[src/rtl/tlul_dw_downsizer.sv]
// tlul_dw_downsizer: carries one wide TL-UL host transaction at a time onto a
// narrower TL-UL device port. A wide access is split into device-width beats
// walked lane by lane, and the device responses are gathered back into the
// matching lanes of a single host response.
module tlul_dw_downsizer #(
    parameter int HDW = 64,
    parameter int DDW = 32,
    parameter int AW  = 32,
    parameter int AIW = 8
) (
    input  logic                                clk_i,
    input  logic                                rst_i,
    // host A channel
    input  logic                                h_a_valid,
    output logic                                h_a_ready,
    input  logic [2:0]                          h_a_opcode,
    input  logic [$clog2($clog2(HDW/8)+1)-1:0]  h_a_size,
    input  logic [AIW-1:0]                      h_a_source,
    input  logic [AW-1:0]                       h_a_address,
    input  logic [HDW/8-1:0]                    h_a_mask,
    input  logic [HDW-1:0]                      h_a_data,
    // host D channel
    output logic                                h_d_valid,
    input  logic                                h_d_ready,
    output logic [2:0]                          h_d_opcode,
    output logic [$clog2($clog2(HDW/8)+1)-1:0]  h_d_size,
    output logic [AIW-1:0]                      h_d_source,
    output logic [HDW-1:0]                      h_d_data,
    output logic                                h_d_error,
    // device A channel
    output logic                                d_a_valid,
    input  logic                                d_a_ready,
    output logic [2:0]                          d_a_opcode,
    output logic [$clog2($clog2(DDW/8)+1)-1:0]  d_a_size,
    output logic [AIW-1:0]                      d_a_source,
    output logic [AW-1:0]                       d_a_address,
    output logic [DDW/8-1:0]                    d_a_mask,
    output logic [DDW-1:0]                      d_a_data,
    // device D channel
    input  logic                                d_d_valid,
    output logic                                d_d_ready,
    input  logic [2:0]                          d_d_opcode,
    input  logic [DDW-1:0]                      d_d_data,
    input  logic                                d_d_error
);

    localparam int HBYTES = HDW / 8;
    localparam int DBYTES = DDW / 8;
    localparam int R      = HDW / DDW;
    localparam int HOFF   = $clog2(HBYTES);
    localparam int DOFF   = $clog2(DBYTES);
    localparam int LW     = HOFF - DOFF;
    localparam int LANEW  = (LW > 0) ? LW : 1;
    localparam int HSZW   = $clog2(HOFF + 1);
    localparam int DSZW   = $clog2(DOFF + 1);

    localparam logic [2:0] OP_PUT_FULL = 3'd0;
    localparam logic [2:0] OP_PUT_PART = 3'd1;
    localparam logic [2:0] OP_GET      = 3'd4;
    localparam logic [2:0] OP_ACK      = 3'd0;
    localparam logic [2:0] OP_ACK_DATA = 3'd1;

    typedef enum logic [1:0] {IDLE, ISSUE, WAIT, RESP} state_e;

    state_e             state_q;
    logic               h_a_ready_q;
    logic               d_a_valid_q;
    logic               d_d_ready_q;
    logic               h_d_valid_q;

    logic [2:0]         op_q;
    logic [HSZW-1:0]    size_q;
    logic [AIW-1:0]     src_q;
    logic [AW-1:0]      addr_q;
    logic [HBYTES-1:0]  mask_q;
    logic [HDW-1:0]     data_q;
    logic               single_q;

    logic [R-1:0]       pend_q;
    logic [LANEW-1:0]   lane_q;
    logic [HDW-1:0]     acc_q;
    logic               err_q;

    logic [R-1:0]       pend_d;
    logic [LANEW-1:0]   lane0_d;
    logic               single_d;

    logic [AW-1:0]      beat_addr;
    logic [DSZW-1:0]    beat_size;
    logic [DBYTES-1:0]  beat_mask;
    logic [DDW-1:0]     beat_data;

    logic               unused_d_d_opcode;
    assign unused_d_d_opcode = ^d_d_opcode;

    function automatic logic is_put(input logic [2:0] op);
        is_put = (op == OP_PUT_FULL) || (op == OP_PUT_PART);
    endfunction

    // Lowest lane still waiting to be issued.
    function automatic logic [LANEW-1:0] first_lane(input logic [R-1:0] p);
        first_lane = '0;
        for (int i = R - 1; i >= 0; i--) begin
            if (p[i]) first_lane = LANEW'(i);
        end
    endfunction

    function automatic logic [R-1:0] lane_onehot(input logic [LANEW-1:0] lane);
        lane_onehot = '0;
        for (int i = 0; i < R; i++) begin
            if (LANEW'(i) == lane) lane_onehot[i] = 1'b1;
        end
    endfunction

    // Work out which device lanes the incoming host request will need.
    // Put lanes with no enabled byte are dropped, but at least one beat
    // (the last lane of the span) always goes out so the device acks it.
    always_comb begin : p_plan
        int nlog;
        int n;
        int l0;
        nlog = 0;
        if (int'(h_a_size) > DOFF) nlog = int'(h_a_size) - DOFF;
        if (nlog > LW) nlog = LW;
        n  = 1 << nlog;
        l0 = int'(h_a_address >> DOFF) & (R - 1) & ~(n - 1);
        pend_d = '0;
        for (int i = 0; i < R; i++) begin
            if ((i >= l0) && (i < l0 + n) &&
                (!is_put(h_a_opcode) || (h_a_mask[i*DBYTES +: DBYTES] != '0))) begin
                pend_d[i] = 1'b1;
            end
        end
        if (pend_d == '0) begin
            for (int i = 0; i < R; i++) begin
                if (i == l0 + n - 1) pend_d[i] = 1'b1;
            end
        end
        single_d = (nlog == 0);
        lane0_d  = first_lane(pend_d);
    end

    // Latch the host request fields for the duration of the transaction.
    always_ff @(posedge clk_i) begin
        if (state_q == IDLE && h_a_valid) begin
            op_q     <= h_a_opcode;
            size_q   <= h_a_size;
            src_q    <= h_a_source;
            addr_q   <= h_a_address;
            mask_q   <= h_a_mask;
            data_q   <= h_a_data;
            single_q <= single_d;
        end
    end

    // Transaction sequencer: accept, issue each lane, collect, respond.
    always_ff @(posedge clk_i) begin
        if (rst_i) begin
            state_q     <= IDLE;
            h_a_ready_q <= 1'b1;
            d_a_valid_q <= 1'b0;
            d_d_ready_q <= 1'b0;
            h_d_valid_q <= 1'b0;
            pend_q      <= '0;
            lane_q      <= '0;
            acc_q       <= '0;
            err_q       <= 1'b0;
        end else begin
            case (state_q)
                IDLE: begin
                    if (h_a_valid) begin
                        acc_q       <= '0;
                        err_q       <= 1'b0;
                        pend_q      <= pend_d;
                        lane_q      <= lane0_d;
                        h_a_ready_q <= 1'b0;
                        d_a_valid_q <= 1'b1;
                        state_q     <= ISSUE;
                    end
                end
                ISSUE: begin
                    if (d_a_ready) begin
                        pend_q      <= pend_q & ~lane_onehot(lane_q);
                        d_a_valid_q <= 1'b0;
                        d_d_ready_q <= 1'b1;
                        state_q     <= WAIT;
                    end
                end
                WAIT: begin
                    if (d_d_valid) begin
                        for (int i = 0; i < R; i++) begin
                            if (LANEW'(i) == lane_q) acc_q[i*DDW +: DDW] <= d_d_data;
                        end
                        err_q       <= err_q | d_d_error;
                        d_d_ready_q <= 1'b0;
                        if (pend_q != '0) begin
                            lane_q      <= first_lane(pend_q);
                            d_a_valid_q <= 1'b1;
                            state_q     <= ISSUE;
                        end else begin
                            h_d_valid_q <= 1'b1;
                            state_q     <= RESP;
                        end
                    end
                end
                RESP: begin
                    if (h_d_ready) begin
                        h_d_valid_q <= 1'b0;
                        h_a_ready_q <= 1'b1;
                        state_q     <= IDLE;
                    end
                end
                default: begin
                    state_q     <= IDLE;
                    h_a_ready_q <= 1'b1;
                    d_a_valid_q <= 1'b0;
                    d_d_ready_q <= 1'b0;
                    h_d_valid_q <= 1'b0;
                end
            endcase
        end
    end

    // Select the current lane out of the captured wide mask and data.
    always_comb begin
        beat_mask = '0;
        beat_data = '0;
        for (int i = 0; i < R; i++) begin
            if (LANEW'(i) == lane_q) begin
                beat_mask = mask_q[i*DBYTES +: DBYTES];
                beat_data = data_q[i*DDW +: DDW];
            end
        end
    end

    // Multi-beat requests are lane aligned, a single narrow beat keeps its
    // byte offset so the device sees the original sub-word address.
    assign beat_addr = (addr_q & ~AW'(HBYTES - 1)) | (AW'(lane_q) << DOFF) |
                       (single_q ? (addr_q & AW'(DBYTES - 1)) : '0);
    assign beat_size = (int'(size_q) > DOFF) ? DSZW'(DOFF) : DSZW'(size_q);

    assign h_a_ready   = h_a_ready_q;
    assign d_d_ready   = d_d_ready_q;

    assign d_a_valid   = d_a_valid_q;
    assign d_a_opcode  = d_a_valid_q ? op_q      : 3'd0;
    assign d_a_size    = d_a_valid_q ? beat_size : '0;
    assign d_a_source  = d_a_valid_q ? src_q     : '0;
    assign d_a_address = d_a_valid_q ? beat_addr : '0;
    assign d_a_mask    = d_a_valid_q ? beat_mask : '0;
    assign d_a_data    = d_a_valid_q ? beat_data : '0;

    assign h_d_valid   = h_d_valid_q;
    assign h_d_opcode  = !h_d_valid_q ? 3'd0 : ((op_q == OP_GET) ? OP_ACK_DATA : OP_ACK);
    assign h_d_size    = h_d_valid_q ? size_q : '0;
    assign h_d_source  = h_d_valid_q ? src_q  : '0;
    assign h_d_data    = h_d_valid_q ? acc_q  : '0;
    assign h_d_error   = h_d_valid_q & err_q;

endmodule

[config.mk]
export PLATFORM = sky130hd
export DESIGN_NAME = tlul_dw_downsizer
export DESIGN_NICKNAME = d
export VERILOG_FILES = /design/src/rtl/tlul_dw_downsizer.sv
export SDC_FILE = /design/constraint.sdc
export NUM_CORES = 1
export LEC_CHECK = 0
export CORE_MARGIN = 8
export CORE_UTILIZATION = 43
export CTS_CLUSTER_SIZE = 8
export DETAILED_ROUTE_END_ITERATION = 16
export PLACE_DENSITY_LB_ADDON = 0.15
export SKIP_LAST_GASP = 1
export SYNTH_ARGS = -nofsm -noshare
export SYNTH_HDL_FRONTEND = slang
export SYNTH_SLANG_ARGS = --single-unit
[constraint.sdc]
create_clock -name clk_i -period 7.5 [get_ports clk_i]
set_input_delay 0.75 -clock clk_i [delete_from_list [all_inputs] [get_ports clk_i]]
set_output_delay 0.75 -clock clk_i [all_outputs]
set_load 0.005 [all_outputs]
==> impl_metrics.tcl <==
set metrics [dict create \
    yosys_register_bits 191 \
    postCtsSetupBuffers 0 \
    avgRoutedWirePerCell_microns 19.1 \
    place_ws_ns 4.17 \
    netlist_instances 700 \
    post-synth-top-area-cell "edfxtp_1" \
    ys_types 42 \
    grt_first_pass_wirelength_microns 35000 \
    drt-total-wl_microns 23600 \
    cts_root_buf "clkbuf_16" \
    cts_buffers 17 \
    period_minus_slack_ns 3.09 \
    cts_max_path_buffers 2 \
    endpoint_kind "primary output" \
    hold_viol_final 0 \
    grt_max_degree 82 \
    place_congestion 0.802 \
    finalSetupTns_ns 0 \
    crit_required_ns 6.75 \
    ios 322 \
    drc 0 \
    slowest_delay_ns 0.68 \
    seq_area_frac_synth 0.632 \
    maxCapViolations 0 \
    path_clk_slew_ns 0.07 \
    holdCritPathClass "flip-flop to flip-flop" \
    setup_violations 0 \
    synth_top_cell_area_share 0.444 \
    syn_area_sq_um 7910 \
    setup.worst_path.end "d_a_address[0]" \
    grtUsageTotal 0.200 \
    cts_sinks 191 \
    io_buffers 316 \
    clock.fmax_mhz 323 \
    slew_viol_final 0 \
    power_density_nw_per_um2 210 \
    dr.pass1.iters 4 \
    synth.avg_cell_area_sq_um 11.3 \
    r2r_slack_ns 5.01 \
    path_max_fanout 48 \
    die_w_microns 152 \
    startpoint_type "flip-flop" \
    htree_levels 4 \
    core-area_sq_um 18000 \
    worst_pin_slew_ns 0.917 \
    startpoint "d_a_valid" \
    status "finished clean" \
    rows 49 \
    crit_path_top_delay_cell "dfxtp_2" \
    whs_path_depth 2 \
    viasPerCell 4.97 \
    nNetsFinal 1151 \
    maxSlewHeadroom 0.389 \
    worst_slack_ns 4.41 \
    die_h_microns 152 \
    cts-resized-gates 0 \
    rr_endpoint "data_q[34]" \
    grt_remaining_overflow 0 \
    crit_type "flip-flop to primary output" \
    r2r-start "state_q[0]" \
    antenna_found_initial 4 \
    fill_cells 1472 \
    drive_gt1_frac 0.0548 \
    cellLeakagePower_nw 4.04 \
    cts_tree "done" \
    synth_area_leaders "edfxtp_1 (44%), dfxtp_1 (19%), and2_1 (9.3%), a21oi_1 (4.6%), mux2i_1 (4.6%)" \
    finalCritPeriodShare 0.412 \
    initialDrtViolationCount 303 \
    arrival_ns 2.34 \
    area_growth_syn_to_layout_pct 48.9 \
    clk_latency_ns 0.43 \
    grt_pass1_vias 5947 \
    ctsHoldBuffers 0 \
    dieArea_sq_um 23000 \
    yosysWarnings 0 \
    fin_worst_skew_ns 0.0136 \
    dp_hpwl_microns 16700 \
    start_util 0.439 \
    ant_nets 0 \
    mostFrequentLayoutCells "clkdlybuf4s50_1 (315), and2_1 (117), edfxtp_1 (117)" \
    final_common_cell "clkdlybuf4s50_1" \
    rsz0062_at_grt "false" \
    cp_cell_sequence "buf_4 > and3_1 > clkdlybuf4s50_1" \
    r2r_cells 3 \
    via_count 6152 \
    ir_drop_v 0.000166 \
]
[through the flow]
stage	util	cell area (sq um)	power [mW]	cells	hold WS (ns)
2_1_floorplan	-	7910	1.41	701	0.432
3_3_place_gp	0.621	11200	1.61	1201	0.437
3_5_place_dp	0.621	11200	1.62	1201	0.442
4_1_cts	0.653	11800	2.50	1233	0.452
5_1_grt	0.653	11800	2.57	1234	0.466
6_report	0.653	11800	2.47	1237	0.449
[kinds of logic after synthesis]
family | share of synthesized area
compound gates | 0.0687
fa+ha+maj | 0.00158
buf+inv | 0.0340
flops | 0.632
mux | 0.0484
other cells | 0.000474
simple gates | 0.215
[power breakdown]
group          total [mW]  leakage [nW]  internal (mW)  switching, mW
combinational       0.371          2.04          0.199          0.172
sequential           1.22          1.71           1.19         0.0294
clock               0.878         0.283          0.484          0.394
[flip-flops by register name (all words and copies together), names as in the netlist, 2 cells and up]
register  flops
src_q         8
addr_q       31
data_q       64
pend_q        2
op_q          3
acc_q        64
state_q       2
mask_q        8
size_q        2
[per-layer routing]
| metal | global-route usage | routed length, microns |
|---|---|---|
| met5 | 0 | 27 |
| met4 | 0.0710 | 357 |
| met3 | 0.0766 | 2510 |
| met2 | 0.330 | 11700 |
| met1 | 0.235 | 8950 |
[worst min-delay path by stage]
stage	from	end	slack, ns
2_1_floorplan	acc_q[0]	acc_q[0]	0.43
3_3_place_gp	acc_q[58]	acc_q[58]	0.44
3_5_place_dp	acc_q[48]	acc_q[48]	0.44
4_1_cts	acc_q[28]	acc_q[28]	0.45
5_1_grt	acc_q[20]	acc_q[20]	0.47
6_report	acc_q[0]	acc_q[0]	0.45
[area by class of cell]
type                    instances  area, sq um  area share
multi-input cells             450         2650       0.225
clock inverters                11          104     0.00882
flip-flops and latches        191         5000       0.425
well taps                     229          287      0.0243
inverters                       4         15.0     0.00128
repair buffers                327         3240       0.275
clock buffers                  21          463      0.0393
diodes                          4         10.0    0.000850
[critical path, delay by kind of cell, from the launching register on]
kind | cells | cell delay (ns)
buffers and inverters | 2 | 1.01
DFF | 1 | 0.68
and+or+nand+nor | 1 | 0.23
[synth_stat cells, drive strengths merged]
cell	number
a21o	3
nor2	7
a31oi	1
or3b	1
o21ai	5
conb	1
nand2b	2
edfxtp	117
clkbuf	34
nand3	68
o211ai	2
and3	2
nand3b	1
o21a	1
or2	1
inv	4
and2	117
nand2	72
nor4	3
o21bai	1
o22ai	1
a21oi	74
mux4	1
a21boi	1
a311oi	2
nor4bb	2
mux2i	36
o41ai	1
a211oi	1
a2111o	1
dfxtp	74
a221o	1
buf	22
a31o	1
nor2b	38
ha	1
Note: power is estimated with default switching activity, not from simulation.
